==> config.mk <==
export PLATFORM = sky130hd
export DESIGN_NAME = alu_seq
export DESIGN_NICKNAME = d
export VERILOG_FILES = /design/src/rtl/alu_seq.sv
export SDC_FILE = /design/constraint.sdc
export NUM_CORES = 1
export LEC_CHECK = 0
export CORE_MARGIN = 2
export CORE_UTILIZATION = 45
export DETAILED_ROUTE_END_ITERATION = 16
export HOLD_SLACK_MARGIN = 0.12
export PLACE_DENSITY = 0.81
export SLEW_MARGIN = 40
export SYNTH_ARGS = -nofsm -noshare
export SYNTH_HDL_FRONTEND = slang
export SYNTH_SLANG_ARGS = --single-unit
==> constraint.sdc <==
create_clock -name clk -period 2.6 [get_ports clk]
set_input_delay 0.78 -clock clk [delete_from_list [all_inputs] [get_ports clk]]
set_output_delay 0.78 -clock clk [all_outputs]
set_load 0.01 [all_outputs]
==> src/rtl/alu_seq.sv <==
// Sequencer for an external 4-bit ALU: registers operands, waits SETTLE cycles,
// captures the result into an accumulator and updates carry/zero flags.
module alu_seq #(
  parameter int SETTLE = 1
) (
  input  logic       clk,
  input  logic       rst,
  input  logic       start,
  input  logic       load,
  input  logic [2:0] op,
  input  logic [3:0] operand,
  input  logic       cin,
  input  logic       use_carry,
  output logic [3:0] alu_a,
  output logic [3:0] alu_b,
  output logic       alu_c,
  output logic [2:0] alu_s,
  input  logic [3:0] alu_o,
  input  logic       alu_cout,
  output logic [3:0] acc,
  output logic       carry_flag,
  output logic       zero_flag,
  output logic       busy,
  output logic       done
);

  typedef enum logic {
    IDLE = 1'b0,
    EXEC = 1'b1
  } state_t;

  localparam logic [2:0] CNT_LAST = 3'(SETTLE - 1);

  state_t     state_q, state_d;
  logic [2:0] cnt_q, cnt_d;
  logic [3:0] acc_q, acc_d;
  logic       carry_q, carry_d;
  logic       zero_q, zero_d;
  logic       done_q, done_d;
  logic [3:0] alu_a_q, alu_a_d;
  logic [3:0] alu_b_q, alu_b_d;
  logic       alu_c_q, alu_c_d;
  logic [2:0] alu_s_q, alu_s_d;

  // Only ADD and shift produce a meaningful carry-out.
  function automatic logic op_sets_carry(input logic [2:0] sel);
    return (sel == 3'd1) || (sel == 3'd5);
  endfunction

  always_comb begin
    state_d = state_q;
    cnt_d   = cnt_q;
    acc_d   = acc_q;
    carry_d = carry_q;
    zero_d  = zero_q;
    done_d  = 1'b0;
    alu_a_d = alu_a_q;
    alu_b_d = alu_b_q;
    alu_c_d = alu_c_q;
    alu_s_d = alu_s_q;

    case (state_q)
      IDLE: begin
        if (start) begin
          if (load) begin
            acc_d  = operand;
            zero_d = (operand == 4'h0);
            done_d = 1'b1;
          end else begin
            alu_a_d = acc_q;
            alu_b_d = operand;
            alu_s_d = op;
            alu_c_d = use_carry ? carry_q : cin;
            cnt_d   = 3'd0;
            state_d = EXEC;
          end
        end
      end

      EXEC: begin
        cnt_d = cnt_q + 3'd1;
        if (cnt_q == CNT_LAST) begin
          acc_d  = alu_o;
          zero_d = (alu_o == 4'h0);
          if (op_sets_carry(alu_s_q)) begin
            carry_d = alu_cout;
          end
          done_d  = 1'b1;
          cnt_d   = 3'd0;
          state_d = IDLE;
        end
      end

      default: begin
        state_d = IDLE;
        cnt_d   = 3'd0;
      end
    endcase
  end

  always_ff @(posedge clk or posedge rst) begin
    if (rst) begin
      state_q <= IDLE;
      cnt_q   <= 3'd0;
      acc_q   <= 4'h0;
      carry_q <= 1'b0;
      zero_q  <= 1'b1;
      done_q  <= 1'b0;
      alu_a_q <= 4'h0;
      alu_b_q <= 4'h0;
      alu_c_q <= 1'b0;
      alu_s_q <= 3'd0;
    end else begin
      state_q <= state_d;
      cnt_q   <= cnt_d;
      acc_q   <= acc_d;
      carry_q <= carry_d;
      zero_q  <= zero_d;
      done_q  <= done_d;
      alu_a_q <= alu_a_d;
      alu_b_q <= alu_b_d;
      alu_c_q <= alu_c_d;
      alu_s_q <= alu_s_d;
    end
  end

  assign alu_a      = alu_a_q;
  assign alu_b      = alu_b_q;
  assign alu_c      = alu_c_q;
  assign alu_s      = alu_s_q;
  assign acc        = acc_q;
  assign carry_flag = carry_q;
  assign zero_flag  = zero_q;
  assign done       = done_q;
  assign busy       = (state_q != IDLE);

endmodule

# Word level (Yosys, flattened, before mapping)
# Cells that the tools add are included.
dict set report totals {
  reg_bits 23
  inputBits 18
  output_inout_bits 20
  word_cells 48
}
dict set report classes {
  add_sub_neg 1
  n_eq_ne 6
  n_mux 21
  n_bitwise 2
  reduce_logical 8
}
# op count
set op_table {}
lappend op_table {{4-bit 2-to-1 mux} 3}
lappend op_table {{1-bit 2-to-1 mux} 10}
lappend op_table {{3-bit 2-to-1 mux} 3}
lappend op_table {{3-bit AND reduction} 3}
lappend op_table {{4-bit logical NOT} 2}
lappend op_table {{4-bit one-hot mux with 2 select lines} 1}
lappend op_table {{2-bit inequality test, second input constant} 3}
lappend op_table {{1-bit one-hot mux with 2 select lines} 3}
lappend op_table {{3-bit one-hot mux with 2 select lines} 1}
lappend op_table {{3-bit by 1-bit adder with 3-bit output, second input constant} 1}
lappend op_table {{3-bit by 1-bit equality test with 1-bit output, second input constant} 1}
lappend op_table {{3-bit equality test, second input constant} 1}
lappend op_table {{3-bit logical NOT} 1}
lappend op_table {{2-bit by 1-bit inequality test with 1-bit output, second input constant} 1}
lappend op_table {{1-bit inverter} 2}
lappend op_table {{2-bit AND reduction} 1}
lappend op_table {{1-bit logical OR} 1}

# Logic depth before layout (Yosys ltp)
# Gate-level depths: netlist of run 1.
dict set report logic_depth {
  depth_word 4
  depth_mapped 5
  ltp_nobuf 5
}

# Worst setup path before layout of run 1
# Ideal clock, no wire load.
dict set report synth_path {
  kind {input to register}
  from {input port load}
  to {register alu_b_q[3] (netlist: alu_b[3])}
  setup_ns 0.125
  t_arrival_ns 1.609
  t_required_ns 2.475
  slack_ns 0.866
  cell_stages 3
  path_buffers 1
  cell_sequence {nor3b_2 -> buf_2 -> mux2_2}
}
dict set report synth_between {
  elab_chain_cells 2
}
# item line
set synth_lines {}
lappend synth_lines {{from (decl)} 9} ;# input logic load,
lappend synth_lines {{1-bit inverter (no source line)} --}
lappend synth_lines {{3-bit AND reduction (no source line)} --}
lappend synth_lines {{to (signal assigned)} 121} ;# alu_b_q <= alu_b_d;
lappend synth_lines {{to (decl)} 41} ;# logic [3:0] alu_b_q, alu_b_d;
# Every way passes these cells.
# A chain may end at the register's enable or synchronous reset.

# Worst setup path after layout of run 1
dict set report layout_path {
  from {register zero_q (netlist: zero_flag)}
  to {output port zero_flag}
}
# item line
set layout_rtl {}
lappend layout_rtl {{from (decl)} 38} ;# logic zero_q, zero_d;
lappend layout_rtl {{from (signal assigned)} 118} ;# zero_q <= zero_d;
lappend layout_rtl {{to (decl)} 22} ;# output logic zero_flag,
# No word-level cell between the ends.

==> impl_metrics.tcl, run 1 <==
set metrics [dict create \
    syn_area_um2 1020 \
    num_rows 17 \
    fp.dieW_um 51.7 \
    path_buf_inv 1 \
    yosysTopAreaCellShare_pct 53.8 \
    antenna_left 0 \
    cts_buffers 3 \
    synthCells 75 \
    critPathKind "reg2out" \
    clock_sinks 23 \
    rr_endpoint "carry_flag" \
    first_pass_iters 4 \
    gp_congestion 0.765 \
    cp_max_fo 2 \
    routed_via_density 4.99 \
    holdPathStages 1 \
    setup_tns_ns 0 \
    p_total_w 0.00148 \
    start_util_pct 46.7 \
    total_leakage_power_nw 0.615 \
    gr-total-overflow 0 \
    yosysUniqueCellTypes 22 \
    drc 0 \
    status "finished, final reports clean" \
    fmax_ghz 0.462 \
    hold_path_end "alu_s[2]" \
    worstSetupEndpointType "output pin" \
    hold_path_class "reg2reg" \
    min_from "alu_s[2]" \
    cts-root-buf "clkbuf_4" \
    wl_per_cell_um 13.8 \
    postCtsHoldBufs 0 \
    grt_pass1_wl_mm 3.31 \
    clkSlewWorstSetupHoldPaths_ns 0.12 \
    r2r_cells 5 \
    grtUsageTotal_pct 17.0 \
    path_cells "clkdlybuf4s50_1" \
    crit_family "flip-flops" \
    period_minus_slack_ns 2.17 \
    core_area_um2 2190 \
    r2r_setup_slack_ns 0.99 \
    final.setup_skew_ns 0.00281 \
    startpoint_type "register" \
    drt-initial-drc-count 3 \
    syn2layout_area_growth_pct 43.5 \
    hold-worst-slack_ns 0.518 \
    crit_arrival_ns 1.39 \
    ios 38 \
    n_fill_cell 173 \
    finalSetupViolations 0 \
    cpMaxStageDelayCell "dfstp_2" \
    postCtsSetupRepairBufs 0 \
    yosys_warnings 0 \
    drv_cap 0 \
    ys_seq_area_share_pct 56.4 \
    multi_input_area_um2 425 \
    crit_required_ns 1.82 \
    ir_drop_mv 0.647 \
    synth_area_leaders "dfrtp_1 (54%), mux2_2 (22%), mux2i_1 (2.9%)" \
    finalHoldViolations 0 \
    rsz0062_at_grt "false" \
    die_h_um 51.7 \
    routed_wl_mm 2.01 \
    antenna_found_initial 0 \
    register_area_um2 577 \
    synth_top_cell_by_area "dfrtp_1" \
    htree_num_levels 1 \
    grt_start_max_net_pins 17 \
    syn_avg_cell_area_um2 13.6 \
    syn_nets 95 \
    critPathLaunch "zero_flag" \
    nets 138 \
    cts_resized 0 \
    cts_tree "yes" \
    worstReg2RegStart "cnt_q[0]" \
    worstMarginPinSlew_ns 0.598 \
    fp.dieArea_um2 2670 \
    clockBufferDepth 2 \
    place_hpwl_mm 1.58 \
    slew_viol_final 0 \
    cpPeakStageDelay_ns 0.55 \
    cellPowerDensity_nw_per_um2 1010 \
    worstSkewPairLatency_ns 0.30 \
    ys_ff_latch 23 \
    post-route-period-util_pct 83.3 \
    vias 723 \
    slew_headroom_pct 60.1 \
    grt_pass1_vias 777 \
    drive_gt1_share_pct 25.6 \
    portBuffers 37 \
    n_antenna_cell 0 \
]
[how the worst max path moves through the flow]
stage | end | slack (ns) | cells after the start
2_1_floorplan | alu_b[3] | 0.87 | 3
3_3_place_gp | acc[2] | 0.44 | 4
3_5_place_dp | acc[1] | 0.40 | 4
4_1_cts | zero_flag | 0.41 | 1
5_1_grt | zero_flag | 0.40 | 1
6_report | zero_flag | 0.43 | 1
[per-stage QoR]
step                cell area [um^2]  utilization, %  instances  worst slack (ns)
CTS                             1470            67.0        145             0.408
global placement                1440            65.8        141             0.442
floorplan                       1020               -         75             0.866
finish                          1470            67.0        145             0.433
detailed placement              1440            65.8        141             0.395
global route                    1470            67.0        145             0.402
[cells in the mapped netlist]
master / instances
mux2_2: 20
or4b_1: 1
nor3b_1: 1
o22ai_1: 2
inv_1: 3
or3b_1: 1
a21oi_1: 2
o21ai_2: 1
dfrtp_1: 22
nor3b_2: 1
ha_1: 2
nor2b_1: 2
or4_1: 1
dfstp_2: 1
a21o_1: 1
mux2i_1: 3
mux2_1: 1
nor2_1: 2
nand3b_1: 1
nand2b_1: 1
buf_2: 2
nand2_1: 4
[flip-flops by register name, indices dropped and copies added, names as in the netlist]
register and flops:
alu_b 4, zero_flag 1, alu_s 3, carry_flag 1, busy 1, done 1, alu_c 1, alu_a 4
cnt_q 3, acc 4
[kinds of logic after synthesis]
family / after synthesis / share of synthesized area, %
AOI/OAI and AO/OA: 6 / 3.79
and+or+nand+nor: 15 / 9.29
buffers and inverters: 5 / 2.08
DFF: 23 / 56.4
adders and majority gates: 2 / 2.44
muxes: 24 / 26.0
[layout by cell type, fill, tap and decap left out]
cell	Yosys	routed
clkdlybuf4s50_1	0	37
or3b_1	1	1
clkbuf_4	0	3
nand3b_1	1	1
buf_4	0	3
nor3b_1	1	1
or4b_1	1	1
nor2b_1	2	2
ha_1	2	2
a21o_1	1	1
nand2_1	4	4
nor3b_2	1	1
mux2i_1	3	3
clkinv_2	0	1
a21oi_1	2	2
nor2_1	2	2
mux2_1	1	1
o22ai_1	2	2
mux2_2	20	20
inv_1	3	3
or4_1	1	1
nand2b_1	1	1
o21ai_2	1	1
dfstp_2	1	1
dfrtp_1	22	22
[layer usage]
layer | up-vias | part of all wire (%) | track usage (%)
li1 | 351 | - | -
met5 | - | 0 | 0
met4 | 0 | 0.45 | 6.58
met3 | 2 | 4.8 | 3.45
met1 | 350 | 43 | 21.3
met2 | 20 | 52 | 28.8
[cell type report]
type | instances | area share [%]
Sequential cell | 23 | 39.3
Multi-Input combinational cell | 47 | 29.0
Timing Repair Buffer | 40 | 26.7
Tap cell | 28 | 2.39
Clock buffer | 3 | 1.53
Inverter | 3 | 0.767
Clock inverter | 1 | 0.341
[power breakdown]
part           internal, W  switching (W)
Sequential        0.000514      0.0000864
Clock            0.0000573       0.000102
Combinational     0.000459       0.000265
Total              0.00103       0.000453
[worst reg2reg max path, cell delays in order, from the launching register on]
cell      delay (ns)
dfrtp_1         0.43
inv_1           0.07
ha_1            0.18
nand3b_1        0.12
or3b_1          0.39
mux2_1          0.31
Power figures use the tool's default switching activity.
==> run 2, diff against run 1 <==
--- a/config.mk
+++ b/config.mk
@@ -6,10 +6,10 @@
 export NUM_CORES = 1
 export LEC_CHECK = 0
 export CORE_MARGIN = 2
-export CORE_UTILIZATION = 45
+export CORE_UTILIZATION = 43
 export DETAILED_ROUTE_END_ITERATION = 16
 export HOLD_SLACK_MARGIN = 0.12
-export PLACE_DENSITY = 0.81
+export PLACE_DENSITY = 0.78
 export SLEW_MARGIN = 40
 export SYNTH_ARGS = -nofsm -noshare
 export SYNTH_HDL_FRONTEND = slang
==> constraint.sdc (replaced) <==
create_clock -name clk -period 2 [get_ports clk]
set_input_delay 0.6 -clock clk [delete_from_list [all_inputs] [get_ports clk]]
set_output_delay 0.6 -clock clk [all_outputs]
set_load 0.01 [all_outputs]
==> run 2 against run 1 <==
Combinational power rose by 31%; clock skew fell by 0.0014 ns; die area rose by 4.3%; critical path depth did not move; sequential share of layout area fell by 0.36 points; setup slack got worse by 0.30 ns; clock-buffer cell count did not move; sequential power rose by 31%; cell count rose by 1.4%; critical path type unchanged; critical endpoint is now acc[1]; largest power group unchanged.
==> impl_metrics.tcl, run 2 (synthesized netlist as in run 1, its figures left out) <==
set metrics [dict create \
    status "finished, final reports clean" \
    crit_required_ns 1.40 \
    final.setup_skew_ns 0.00141 \
    p_comb_share_pct 48.6 \
    fp.dieW_um 52.8 \
    clockBufferDepth 2 \
    cts-root-buf "clkbuf_4" \
    cpPeakStageDelay_ns 0.55 \
    final_cell_mix "clkdlybuf4s50_1 (36), dfrtp_1 (22), mux2_2 (20)" \
    finalSetupViolations 0 \
    htree_num_levels 1 \
    crit_family "buffers and inverters" \
    cts_buffers 3 \
    syn2layout_area_growth_pct 44.9 \
    nets 140 \
    postLayoutCoreUtil_pct 66.4 \
    worstSkewPairLatency_ns 0.31 \
    cellPowerDensity_nw_per_um2 1310 \
    clkSlewWorstSetupHoldPaths_ns 0.12 \
    routed_wl_mm 2.02 \
    wl_per_cell_um 13.8 \
    finalHoldViolations 0 \
    antenna_found_initial 0 \
    n_antenna_cell 0 \
    portBuffers 37 \
    cts_tree "yes" \
    final_common_cell "clkdlybuf4s50_1" \
    drt-initial-drc-count 5 \
    antenna_left 0 \
    vias 731 \
    place_hpwl_mm 1.54 \
    swShare_pct 31.0 \
    p_total_w 0.00194 \
    grtUsageTotal_pct 17.4 \
    highest_layer "met4" \
    post-route-period-util_pct 93.3 \
    first_pass_iters 4 \
    gr-total-overflow 0 \
    grt_start_max_net_pins 24 \
    drv_cap 0 \
    cp_max_fo 3 \
    num_rows 17 \
    grt_pass1_wl_mm 3.46 \
    wl_met3_um 150 \
    worst_slack_ns 0.133 \
    hold-worst-slack_ns 0.523 \
    clock_sinks 23 \
    path_cells "clkdlybuf4s50_1" \
    ios 38 \
    cpMaxStageDelayCell "clkdlybuf4s50_1" \
    period_minus_slack_ns 1.87 \
    fp.dieArea_um2 2790 \
    die_h_um 52.8 \
    fmax_ghz 0.536 \
    routed_via_density 4.97 \
    p_seq_share_pct 40.4 \
    rsz0062_at_grt "false" \
    ir_drop_mv 0.825 \
    worstSetupEndpointType "output pin" \
    p_switching_w 0.000603 \
    intPower_w 0.00134 \
    core_area_um2 2230 \
    clockPowerShare_pct 11.0 \
    drc 0 \
    path_buf_inv 1 \
    wl_met1_um 847 \
    hold_path_class "reg2reg" \
    total_leakage_power_nw 0.629 \
    r2r_setup_slack_ns 0.36 \
    postCtsSetupRepairBufs 0 \
    critPathKind "reg2out" \
    worstMarginPinSlew_ns 0.332 \
    postCtsHoldBufs 0 \
    drive_gt1_share_pct 26.9 \
    startpoint_type "register" \
    gp_congestion 0.706 \
    slew_viol_final 0 \
    grt_pass1_vias 786 \
    n_fill_cell 171 \
    start_util_pct 45.8 \
    post-place-ws_ns -0.0208 \
    crit_arrival_ns 1.27 \
    dr_wl_met2_um 990 \
    cts_resized 1 \
    slew_headroom_pct 77.9 \
]
-- run 2: cell types whose count changed in the layout (fill, tap and decap cells not counted), sizes merged --
cell           delta
buf               +2
clkdlybuf4s50     -1
dlygate4sd2       +1
-- run 2: final timing paths --
kind / start / depth (start not counted) / end
max: acc[1] / 1 / acc[1]
min: alu_a[1] / 1 / alu_a[1]
max reg2reg: cnt_q[0] / 5 / carry_flag
min reg2reg: alu_a[1] / 1 / alu_a[1]
max in group asynchronous: rst / 3 / zero_flag
min in group asynchronous: rst / 3 / alu_s[1]
-- run 2: routing by layer --
metal / GRT usage [%] / vias up
met1: 20.7 / 347
met3: 4.57 / 4
met5: 0 / -
met2: 28.7 / 25
li1: - / 355
met4: 8.97 / 0
-- run 2: area by class of cell --
class                      instances  area, um^2  area share (%)
timing repair buffer              42         407            27.4
tap                               28        35.0            2.36
clock inverter                     1        5.00           0.338
clock buffer                       3        22.5            1.52
sequential                        23         577            38.9
inverter                           3        11.3           0.759
multi-input combinational         47         425            28.7
-- run 2: through the flow --
step	cell area (um^2)	cells	TNS, ns
after floorplan	1020	75	0
after global placement	1460	143	0
after detailed placement	1460	143	-0.0366
after CTS	1480	147	0
after global routing	1480	147	0
final	1480	147	0
-- run 2: power by group through the flow --
stage	Clock (W)	Sequential (W)	Combinational [W]
after floorplan	0	0.000886	0.000340
after global placement	0	0.000787	0.000943
after detailed placement	0	0.000794	0.000961
after CTS	0.000222	0.000787	0.000960
after global routing	0.000248	0.000814	0.00102
final	0.000213	0.000785	0.000946
==> run 3, diff against run 2 <==
--- a/config.mk
+++ b/config.mk
@@ -9,8 +9,9 @@
 export CORE_UTILIZATION = 43
 export DETAILED_ROUTE_END_ITERATION = 16
 export HOLD_SLACK_MARGIN = 0.12
-export PLACE_DENSITY = 0.78
+export PLACE_DENSITY = 0.84
 export SLEW_MARGIN = 40
 export SYNTH_ARGS = -nofsm -noshare
 export SYNTH_HDL_FRONTEND = slang
 export SYNTH_SLANG_ARGS = --single-unit
+export TNS_END_PERCENT = 50
==> run 3 against run 2 <==
Cell count fell by 0.68%; power barely moved; clock skew rose by 0.0015 ns; via count rose by 1.5%; utilization fell by 0.056 points; wire length fell by 0.35%; critical path type unchanged.
==> impl_metrics.tcl, run 3 (synthesized netlist as in run 1, its figures left out) <==
set metrics [dict create \
    crit_required_ns 1.40 \
    register_area_um2 578 \
    n_fill_cell 174 \
    drc 0 \
    fp.dieArea_um2 2790 \
    gp_congestion 0.709 \
    ios 38 \
    post-place-ws_ns 0.00606 \
    syn2layout_area_growth_pct 44.7 \
    clockBufferDepth 2 \
    die_h_um 52.8 \
    worstSetupEndpointType "output pin" \
    ir_drop_mv 1.03 \
    hold_path_class "reg2reg" \
    status "finished, final reports clean" \
    worstMarginPinSlew_ns 0.330 \
    final_cell_mix "clkdlybuf4s50_1 (35), dfrtp_1 (21), mux2_2 (20)" \
    multi_input_area_um2 425 \
    place_hpwl_mm 1.56 \
    critPathKind "reg2out" \
    worst_slack_ns 0.141 \
    grt_pass1_vias 792 \
    stdcell_count 146 \
    finalSetupViolations 0 \
    cellPowerDensity_nw_per_um2 1310 \
    dp.cells 142 \
    cp_max_fo 3 \
    post-route-period-util_pct 93.0 \
    gr-total-overflow 0 \
    routed_wl_mm 2.02 \
    cts_buffers 3 \
    grtUsageTotal_pct 17.5 \
    clkSlewWorstSetupHoldPaths_ns 0.11 \
    cts_tree "yes" \
    slew_headroom_pct 78.0 \
    drv_cap 0 \
    postLayoutCoreUtil_pct 66.3 \
    period_minus_slack_ns 1.86 \
    cts-root-buf "clkbuf_4" \
    final_common_cell "clkdlybuf4s50_1" \
    fmax_ghz 0.538 \
    wl_per_cell_um 13.8 \
    first_pass_iters 2 \
    finalHoldViolations 0 \
    worstSkewPairLatency_ns 0.30 \
    fp.dieW_um 52.8 \
    portBuffers 37 \
    vias 742 \
    final.setup_skew_ns 0.00296 \
    cpMaxStageDelayCell "clkdlybuf4s50_1" \
    setup_tns_ns 0 \
    core_area_um2 2230 \
    cpPeakStageDelay_ns 0.56 \
    antenna_left 0 \
    path_buf_inv 1 \
    rsz0062_at_grt "false" \
    nets 139 \
    num_rows 17 \
    start_util_pct 45.8 \
    htree_num_levels 1 \
    total_leakage_power_nw 0.645 \
    antenna_found_initial 0 \
    crit_arrival_ns 1.26 \
    routed_via_density 5.08 \
    grt_start_max_net_pins 24 \
    grt_pass1_wl_mm 3.40 \
    n_antenna_cell 0 \
    p_total_w 0.00194 \
    startpoint_type "register" \
    clock_sinks 23 \
    path_cells "clkdlybuf4s50_1" \
    drt-initial-drc-count 3 \
    slew_viol_final 0 \
    crit_family "buffers and inverters" \
    drive_gt1_share_pct 26.3 \
]
run 3: cell type report:
cell class | instances | area share (%)
flip-flops and latches | 23 | 39.0
multi-input cells | 47 | 28.7
repair buffers | 41 | 27.4
well taps | 28 | 2.36
clock buffers | 4 | 1.77
inverters | 3 | 0.760
run 3: timing repair:
action                     4_1_cts  5_1_grt
buffers inserted                 0        0
hold buffers                     0        0
setup endpoints to repair        1        2
gates resized for setup          1        2
gates cloned                     0        0
run 3: worst paths after layout:
path	start	endpoint	slack [ns]	depth (start not counted)
min in group asynchronous	rst	carry_flag	0.62	3
hold / removal	alu_b[3]	alu_b[3]	0.52	1
setup / recovery	acc[1]	acc[1]	0.14	1
max in group asynchronous	rst	zero_flag	1.10	3
setup reg to reg	cnt_q[0]	carry_flag	0.33	5
hold reg to reg	alu_b[3]	alu_b[3]	0.52	1
run 3: worst register-to-register path: stages (launching register included):
cell	delay, ns
dfrtp_1	0.44
inv_1	0.08
ha_1	0.18
nand3b_1	0.15
or3b_1	0.41
mux2_1	0.31
run 3: where the power goes:
part / internal (W) / total, W / leakage, nW / switching (W)
sequential: 0.000670 / 0.000801 / 0.274 / 0.000131
combinational: 0.000595 / 0.000937 / 0.356 / 0.000342
clock: 0.0000777 / 0.000205 / 0.0150 / 0.000127
total: 0.00134 / 0.00194 / 0.645 / 0.000600
run 3: layer usage:
layer	track usage, %	vias up	wire (um)
met5	0	-	0
met4	8.97	0	17
met3	4.29	2	103
met2	28.3	21	993
met1	21.4	368	903
li1	-	351	-
run 3: metrics by stage:
stage	hold WS (ns)	cell area, um^2
floorplan	0.501	1020
global placement	0.491	1450
detailed placement	0.496	1450
CTS	0.529	1480
global route	0.549	1480
finish	0.522	1480
